## config.mk

```make
export PLATFORM = sky130hd
export DESIGN_NAME = keypad_conditioner
export DESIGN_NICKNAME = d
export VERILOG_FILES = /design/src/rtl/microondas_pkg.sv /design/src/rtl/sync_2ff.sv /design/src/rtl/keypad_conditioner.sv
export SDC_FILE = /design/constraint.sdc
export NUM_CORES = 1
export LEC_CHECK = 0
export CAP_MARGIN = 20
export CORE_MARGIN = 1
export CORE_UTILIZATION = 47
export DETAILED_ROUTE_END_ITERATION = 12
export GPL_ROUTABILITY_DRIVEN = 0
export PLACE_DENSITY = 0.78
export RECOVER_POWER = 100
export SLEW_MARGIN = 25
export SYNTH_ARGS = -nofsm -noshare
export SYNTH_HDL_FRONTEND = slang
export SYNTH_SLANG_ARGS = --single-unit
```

## constraint.sdc

```tcl
create_clock -name clock -period 2.7 [get_ports clock]
set_input_delay 0.405 -clock clock [delete_from_list [all_inputs] [get_ports clock]]
set_output_delay 0.405 -clock clock [all_outputs]
set_load 0.005 [all_outputs]
```

## src/rtl/microondas_pkg.sv

```systemverilog
// Shared definitions for the microwave front panel: keypad FSM encoding and
// debounce timing defaults.
package microondas_pkg;

    typedef enum logic [1:0] {
        IDLE     = 2'd0,
        DEBOUNCE = 2'd1,
        HELD     = 2'd2,
        RELEASE  = 2'd3
    } kp_state_e;

    localparam int DEBOUNCE_CYCLES_DEF = 4;
    localparam int NUM_KEYS            = 10;

endpackage

```

## src/rtl/sync_2ff.sv

```systemverilog
// Two-flop synchronizer for a vector of asynchronous inputs.
module sync_2ff #(
    parameter int W = 10
) (
    input  logic         clock,
    input  logic         reset,
    input  logic [W-1:0] d,
    output logic [W-1:0] q
);

    logic [W-1:0] meta_q, meta_d;
    logic [W-1:0] sync_q, sync_d;

    always_comb begin
        meta_d = d;
        sync_d = meta_q;
    end

    always_ff @(posedge clock or posedge reset) begin
        if (reset) begin
            meta_q <= '0;
            sync_q <= '0;
        end else begin
            meta_q <= meta_d;
            sync_q <= sync_d;
        end
    end

    assign q = sync_q;

endmodule

```

## src/rtl/keypad_conditioner.sv

```systemverilog
// Debounces the 10-key keypad and emits one BCD digit strobe per accepted
// press; held keys and key changes during a hold never re-strobe.
module keypad_conditioner
    import microondas_pkg::*;
#(
    parameter int DEBOUNCE_CYCLES = DEBOUNCE_CYCLES_DEF,
    parameter int CNT_W           = 3
) (
    input  logic                clock,
    input  logic                reset,
    input  logic [NUM_KEYS-1:0] keypad,
    input  logic                enable,
    output logic [3:0]          digit,
    output logic                digit_valid,
    output logic                key_active
);

    localparam logic [CNT_W-1:0] CNT_LAST = CNT_W'(DEBOUNCE_CYCLES - 1);

    logic [NUM_KEYS-1:0] key_sync;
    logic [3:0]          code;
    logic                any_key;

    kp_state_e           state_q, state_d;
    logic [CNT_W-1:0]    cnt_q, cnt_d, cnt_inc;
    logic [3:0]          cap_q, cap_d;
    logic [3:0]          digit_q, digit_d;
    logic                dv_q, dv_d;

    sync_2ff #(.W(NUM_KEYS)) u_sync (
        .clock (clock),
        .reset (reset),
        .d     (keypad),
        .q     (key_sync)
    );

    // Ascending scan so the highest pressed index is the last write.
    always_comb begin
        code = 4'd0;
        for (int i = 0; i < NUM_KEYS; i++) begin
            if (key_sync[i]) code = 4'(i);
        end
        any_key = |key_sync;
    end

    assign cnt_inc = (cnt_q == '1) ? cnt_q : cnt_q + 1'b1;

    always_comb begin
        state_d = state_q;
        cnt_d   = cnt_q;
        cap_d   = cap_q;
        digit_d = digit_q;
        dv_d    = 1'b0;
        case (state_q)
            IDLE: begin
                if (any_key) begin
                    state_d = DEBOUNCE;
                    cnt_d   = '0;
                    cap_d   = code;
                end
            end
            DEBOUNCE: begin
                if (!any_key || code != cap_q) begin
                    state_d = IDLE;
                end else if (cnt_q == CNT_LAST) begin
                    // Accepted press still moves to HELD when the timer is busy.
                    state_d = HELD;
                    if (enable) begin
                        digit_d = cap_q;
                        dv_d    = 1'b1;
                    end
                end else begin
                    cnt_d = cnt_inc;
                end
            end
            HELD: begin
                if (!any_key) begin
                    state_d = RELEASE;
                    cnt_d   = '0;
                end
            end
            RELEASE: begin
                if (any_key) begin
                    state_d = HELD;
                end else if (cnt_q == CNT_LAST) begin
                    state_d = IDLE;
                end else begin
                    cnt_d = cnt_inc;
                end
            end
            default: state_d = IDLE;
        endcase
    end

    always_ff @(posedge clock or posedge reset) begin
        if (reset) begin
            state_q <= IDLE;
            cnt_q   <= '0;
            cap_q   <= 4'd0;
            digit_q <= 4'd0;
            dv_q    <= 1'b0;
        end else begin
            state_q <= state_d;
            cnt_q   <= cnt_d;
            cap_q   <= cap_d;
            digit_q <= digit_d;
            dv_q    <= dv_d;
        end
    end

    assign digit       = digit_q;
    assign digit_valid = dv_q;
    assign key_active  = (state_q != IDLE);

endmodule

```

# Yosys cells after proc, flatten, opt, wreduce, memory -nomap -nowiden
# Index checks and enable logic that the tools add are counted.
# W data, S select, Z words.
op_classes:
  bitwise: 1
  muxes: 27
  n_reduce_logical: 9
  add_sub_neg: 1
  n_eq_ne: 12
ops:
  columns: ["cell", "count"]
  rows:
  - ["$mux W4", 8]
  - ["$mux W3", 6]
  - ["$mux W2", 6]
  - ["$pmux W3 S4", 1]
  - ["$reduce_and A4 Y1", 3]
  - ["$reduce_or A10 Y1", 1]
  - ["$ne A2 B2 Y1 const B", 4]
  - ["$pmux W2 S4", 1]
  - ["$ne A3 B3 Y1 const B", 2]
  - ["$mux W1", 5]
  - ["$eq A2 B2 Y1 const B", 2]
  - ["$ne A4 B4 Y1", 1]
  - ["$add A3 B1 Y3 const B", 1]
  - ["$eq A3 B2 Y1 const B", 1]
  - ["$eq A3 B3 Y1 const B", 1]
  - ["$eq A2 B1 Y1 const B", 1]
  - ["$logic_not A2 Y1", 1]
  - ["$reduce_and A2 Y1", 1]
  - ["$reduce_bool A2 Y1", 1]
  - ["$logic_not A1 Y1", 1]
  - ["$logic_or A1 B1 Y1", 1]
  - ["$not A1 Y1", 1]
word_totals:
  out_inout_bits: 6
  regBits: 34
  inputBits: 13
  wordCells: 57

# Logic depth before layout (Yosys ltp)
depth:
  depth_word: 13
  ltp_mapped: 7
  depth_no_buf: 7

# Hierarchy
# A second synthesis with hierarchy kept.
unflattened:
  cells_unflattened: 113
  hier_area_um2: 1360.1
modules_own_cells:
  columns: ["module", "area_each_um2", "seq_area_each_um2", "cells_each", "n_inst"]
  rows:
  - ["keypad_conditioner", 855.8, 350.3, 92, 1]
  - ["sync_2ff", 504.2, 500.5, 21, 1]

# Worst setup path before layout
# Ideal clock, no wire load.
synth_timing:
  path_kind: "register to register"
  start: "register u_sync.sync_q[7] (netlist: u_sync.q[7])"
  end: "register digit_q[0] (netlist: digit[0])"
  path_slack_ps: 395
  path_stages_with_launch: 8
  required_ps: 2575
  period_less_slack_ps: 2305
  arrival_time_ps: 2180
  setup_time_ps: 125
  n_path_buf: 0
  path_cell_list: "dfrtp_1 > nor2_4 > nand2_1 > or3_1 > a2111oi_2 > o221ai_2 > nor4_4 > mux2_2"
synth_between:
  elab_chain_len: 7
  word_cells_on_any_way: 9
  classes_between: "eq/ne (1); mux (3); bitwise (1); reduce/logical (4)"
synth_rtl:
  columns: ["element", "line_no", "text"]
  rows:
  - ["start: declaration", "sync_2ff.sv:12", "logic [W-1:0] sync_q, sync_d;"]
  - ["start signal: assignment", "sync_2ff.sv:25", "sync_q <= sync_d;"]
  - ["$mux W4 (3 in a row)", "keypad_conditioner.sv:41", "if (key_sync[i]) code = 4'(i);"]
  - ["$ne A4 B4 Y1", "keypad_conditioner.sv:63", "if (!any_key || code != cap_q) begin"]
  - ["$logic_or A1 B1 Y1 (*)", "keypad_conditioner.sv:63", null]
  - ["$not A1 Y1 (no source line) (*)", null, null]
  - ["$reduce_and A4 Y1 (no source line) (*)", null, null]
  - ["end signal: assignment", "keypad_conditioner.sv:106", "digit_q <= digit_d;"]
  - ["end: declaration", "keypad_conditioner.sv:27", "logic [3:0] digit_q, digit_d;"]
# Every way passes the cells marked *; elsewhere a longest branch is shown, timed or not.
# A chain may end at the register's enable or synchronous reset.

# Worst setup path after layout
layout_timing:
  start: "register u_sync.sync_q[7] (netlist: u_sync.q[7])"
  end: "register digit_q[3] (netlist: digit[3])"
# Same word-level chain as after synthesis.

==> flow_summary.toml <==
[route]
drtAntennaViolNets = 0
initialDrtViolationCount = 24
drc = 0
dr.pass1.iters = 4
route.vias.total = 907
totalWireLength_mm = 2.15
wl_per_cell_um = 12.7
post_drt_via_cell_ratio = 5.37

[pwr]
share_comb_of_total_power_pct = 19.8
p_leak_nw = 0.784
power.density_cell_area_nw_per_um2 = 826
sequentialPowerShare_pct = 47.1
net_switching_power_uw = 398
p_int_uw = 992
ir_drop_mv = 0.592
power.switching_fraction_pct = 28.7
power.share.clock_pct = 33.2

[synthesis]
ys_ff_latch = 34
ys_seq_area_share_pct = 62.9
synth_compound_gate_area_share_pct = 12.9
synth_area_per_cell_um2 = 12.2
synth_top_family_by_area = "simple AND/OR/NAND/NOR gates"
post_synth_mux_area_share_pct = 3.33
synthesized_instance_count = 111
synth-warning-count = 0
synth_cell_types = 30
synthSimpleGateAreaFrac_pct = 15.9
synth_fa_ha_area_share_pct = 2.78
mapped_nets = 127
xor_and_xnor_fraction_of_the_mapped_netlist_area_pct = 0
mappedNetlistArea_um2 = 1350

[timing]
fin_hold_viols = 0
max_freq_mhz = 405
fin_crit_sh_pct = 91.5
final_critical_path_setup_slack_ps = 229
timing.hold.ws_ps = 356
timing.final.crit_period_ps = 2470
grt_setup_unrepaired = "false"
count_of_pins_over_their_slew_limit = 35
slew_at_the_pin_with_the_worst_max_slew_slack_ps = 1680
slew_headroom_pct = -12.0
final-setup-viol-count = 0
finalSetupTns_ps = 0
layout_skew_ps = 9.63

[worst_setup_path]
setup.worst_path.end_class = "flip-flop"
ff2ff_setup_slack_ps = 230
worstPathRequired_ps = 2930
timing.rr.start = "u_sync.q[7]"
worstPathCellList = "nor2_4 -> nand2_1 -> or3_1 -> a2111oi_2 -> o221ai_2 -> nor4_4 -> mux2_2"
cp.arrival_ps = 2700
crit_buf_inv = 0
critical_path_depth = 7
cp_max_fo = 6
cp_slowest_cell = "sky130_fd_sc_hd__dfrtp_1"
cp_slowest_stage_delay_ps = 450
crit_path_start_kind = "flip-flop"
crit_path_max_delay_family = "simple AND/OR/NAND/NOR gates"
crit_path_end = "digit[3]"
rr_worst_depth = 7
critPathLaunch = "u_sync.q[7]"
path_class = "flip-flop to flip-flop"
worstReg2RegEnd = "digit[3]"

[die]
std_cell_rows = 19
io-pin-count = 19
die_width_um = 55.6
die-area_um2 = 3100
initial_utilization_pct = 49.5
die_y_um = 55.6
core-area_um2 = 2730

[clocking]
buffer_count_from_post_cts_setup_fixing = 0
clock_transition_at_the_registers_of_the_reported_paths_ps = 110
cts_tree = "yes"
cts_hold_buffers = 0
clkLatencyLatePin_ps = 340
cts_num_sinks = 34
cts_max_path_buffers = 2
cts_root_buffer = "sky130_fd_sc_hd__clkbuf_4"
cts_made_buffers = 5
postCtsResizedCells = 0
cts_htree_levels = 2

[cells_and_area]
synthToLayoutAreaGrowth_pct = 24.3
antenna_cells = 0
final.fill_count = 201
drive_above_1_share_pct = 12.3
fin_nets = 153

[global_route]
aggregate_global_route_resource_usage_pct = 15.8
antenna_found_initial = 0
grt_max_degree = 35
via_count_of_the_first_global_routing_pass = 887
grt_pass1_wl_mm = 3.54
grt.overflow.total = 0

[placement]
place_ws_ps = 230
port_buffers = 18
hpwl_mm = 1.53

[job]
max-cap-violations = 1

[worst_hold_path]
hold_path.class = "flip-flop to flip-flop"

[outcome]
violations_in_the_final_reports = "capacitance limit, slew limit"
run_status = "complete, but fails checks"
final cells by class:
cell class / instances / area, um2 / area share [%]
inverter: 8 / 30.0 / 1.79
clock inverter: 3 / 68.8 / 4.09
multi-input combinational: 69 / 472 / 28.1
clock buffer: 5 / 37.5 / 2.23
tap: 31 / 38.8 / 2.31
timing repair buffer: 19 / 184 / 10.9
sequential: 34 / 851 / 50.6
cells in the mapped netlist:
master	count	area share (%)
sky130_fd_sc_hd__nor2_1	13	3.6
sky130_fd_sc_hd__nor3b_1	1	0.56
sky130_fd_sc_hd__inv_1	8	2.2
sky130_fd_sc_hd__nand3b_1	1	0.56
sky130_fd_sc_hd__nor4_1	2	0.92
sky130_fd_sc_hd__a32o_1	2	1.5
sky130_fd_sc_hd__nor2b_1	2	0.92
sky130_fd_sc_hd__o31ai_1	2	1.1
sky130_fd_sc_hd__nand2_1	12	3.3
sky130_fd_sc_hd__nand4_1	1	0.46
sky130_fd_sc_hd__a32oi_1	1	0.65
sky130_fd_sc_hd__o211ai_1	1	0.56
sky130_fd_sc_hd__nor4_4	1	1.6
sky130_fd_sc_hd__o2bb2ai_1	1	0.65
sky130_fd_sc_hd__a21oi_1	1	0.37
sky130_fd_sc_hd__and3_1	2	0.92
sky130_fd_sc_hd__dfrtp_1	34	63
sky130_fd_sc_hd__mux2_2	4	3.3
sky130_fd_sc_hd__ha_1	3	2.8
sky130_fd_sc_hd__o211a_1	3	2.2
sky130_fd_sc_hd__a2111oi_2	1	1.1
sky130_fd_sc_hd__a221oi_1	1	0.65
sky130_fd_sc_hd__or3_1	1	0.46
sky130_fd_sc_hd__o21ai_0	6	2.2
sky130_fd_sc_hd__nand3_1	2	0.74
sky130_fd_sc_hd__or4_1	1	0.56
sky130_fd_sc_hd__o221ai_2	1	1.1
sky130_fd_sc_hd__nand2b_1	1	0.46
sky130_fd_sc_hd__a21bo_2	1	0.74
sky130_fd_sc_hd__nor2_4	1	0.83
registers in the layout, indices dropped and copies added (netlist names):
register and count:
state_q 2, u_sync.meta_q 10, u_sync.q 10, digit_valid 1, cap_q 4, cnt_q 3, digit 4
metal layers:
layer / part of all wire (%) / routed length, um / up-vias / track usage [%]
met3: 5.6 / 121 / 8 / 6.74
met1: 39 / 844 / 417 / 15.1
met5: 0 / 0 / - / 0
li1: - / - / 450 / -
met4: 3.4 / 73 / 0 / 11.8
met2: 52 / 1110 / 32 / 26.9
logic make-up after synthesis:
family	count (synthesis)
buffers and inverters	8
adder cells (fa/ha/maj)	3
AND/OR/NAND/NOR	41
flip-flops	34
AO/OA/AOI/OAI	21
multiplexers	4
worst reg2reg max path, stage by stage, from the launching register on:
cell,delay [ps]
sky130_fd_sc_hd__dfrtp_1,450
sky130_fd_sc_hd__nor2_4,140
sky130_fd_sc_hd__nand2_1,90
sky130_fd_sc_hd__or3_1,370
sky130_fd_sc_hd__a2111oi_2,330
sky130_fd_sc_hd__o221ai_2,230
sky130_fd_sc_hd__nor4_4,380
sky130_fd_sc_hd__mux2_2,380
power by group through the flow:
| stage | Clock, mW | Sequential, mW | Combinational [mW] |
|---|---|---|---|
| finish | 0.461 | 0.654 | 0.275 |
| global route | 0.501 | 0.661 | 0.316 |
| CTS | 0.469 | 0.653 | 0.286 |
| detailed placement | 0 | 0.661 | 0.282 |
| global placement | 0 | 0.654 | 0.270 |
| floorplan | 0 | 0.638 | 0.204 |
stage by stage:
step                      cell area (um2)  util (%)  cells  power, mW
after CTS                            1690      61.6    169       1.41
final                                1680      61.5    169       1.39
after floorplan                      1350         -    111      0.843
after global routing                 1680      61.5    169       1.48
after global placement               1580      57.8    161      0.924
after detailed placement             1580      57.8    161      0.943
worst min-delay path by stage:
stage               cells after the start     endpoint        startpoint  slack (ps)
finish                                  0  u_sync.q[7]  u_sync.meta_q[7]         360
global route                            0  u_sync.q[2]  u_sync.meta_q[2]         370
CTS                                     0  u_sync.q[3]  u_sync.meta_q[3]         360
detailed placement                      0  u_sync.q[3]  u_sync.meta_q[3]         330
global placement                        0  u_sync.q[6]  u_sync.meta_q[6]         330
floorplan                               0  u_sync.q[0]  u_sync.meta_q[0]         330
placed cells by master (no fill, tap or decap):
master                            instances
sky130_fd_sc_hd__nor2b_1                  2
sky130_fd_sc_hd__o211ai_1                 1
sky130_fd_sc_hd__nand2_1                 12
sky130_fd_sc_hd__ha_1                     3
sky130_fd_sc_hd__a221oi_1                 1
sky130_fd_sc_hd__o221ai_2                 1
sky130_fd_sc_hd__a21oi_1                  1
sky130_fd_sc_hd__bufinv_16                2
sky130_fd_sc_hd__nand3_1                  2
sky130_fd_sc_hd__a2111oi_2                1
sky130_fd_sc_hd__o31ai_1                  2
sky130_fd_sc_hd__nand3b_1                 1
sky130_fd_sc_hd__nor4_1                   2
sky130_fd_sc_hd__or3_1                    1
sky130_fd_sc_hd__nor3b_1                  1
sky130_fd_sc_hd__o211a_1                  3
sky130_fd_sc_hd__o21ai_0                  6
sky130_fd_sc_hd__or4_1                    1
sky130_fd_sc_hd__nor4_4                   1
sky130_fd_sc_hd__a32oi_1                  1
sky130_fd_sc_hd__nor2_1                  13
sky130_fd_sc_hd__nand2b_1                 1
sky130_fd_sc_hd__dfrtp_1                 34
sky130_fd_sc_hd__mux2_2                   4
sky130_fd_sc_hd__clkbuf_4                 5
sky130_fd_sc_hd__clkinv_4                 1
sky130_fd_sc_hd__nand4_1                  1
sky130_fd_sc_hd__clkdlybuf4s50_1          1
sky130_fd_sc_hd__a21bo_2                  1
sky130_fd_sc_hd__dlygate4sd3_1           17
sky130_fd_sc_hd__nor2_4                   1
sky130_fd_sc_hd__o2bb2ai_1                1
sky130_fd_sc_hd__and3_1                   2
sky130_fd_sc_hd__clkbuf_1                 1
sky130_fd_sc_hd__a32o_1                   2
sky130_fd_sc_hd__inv_1                    8
(Power assumes the default switching activity.)
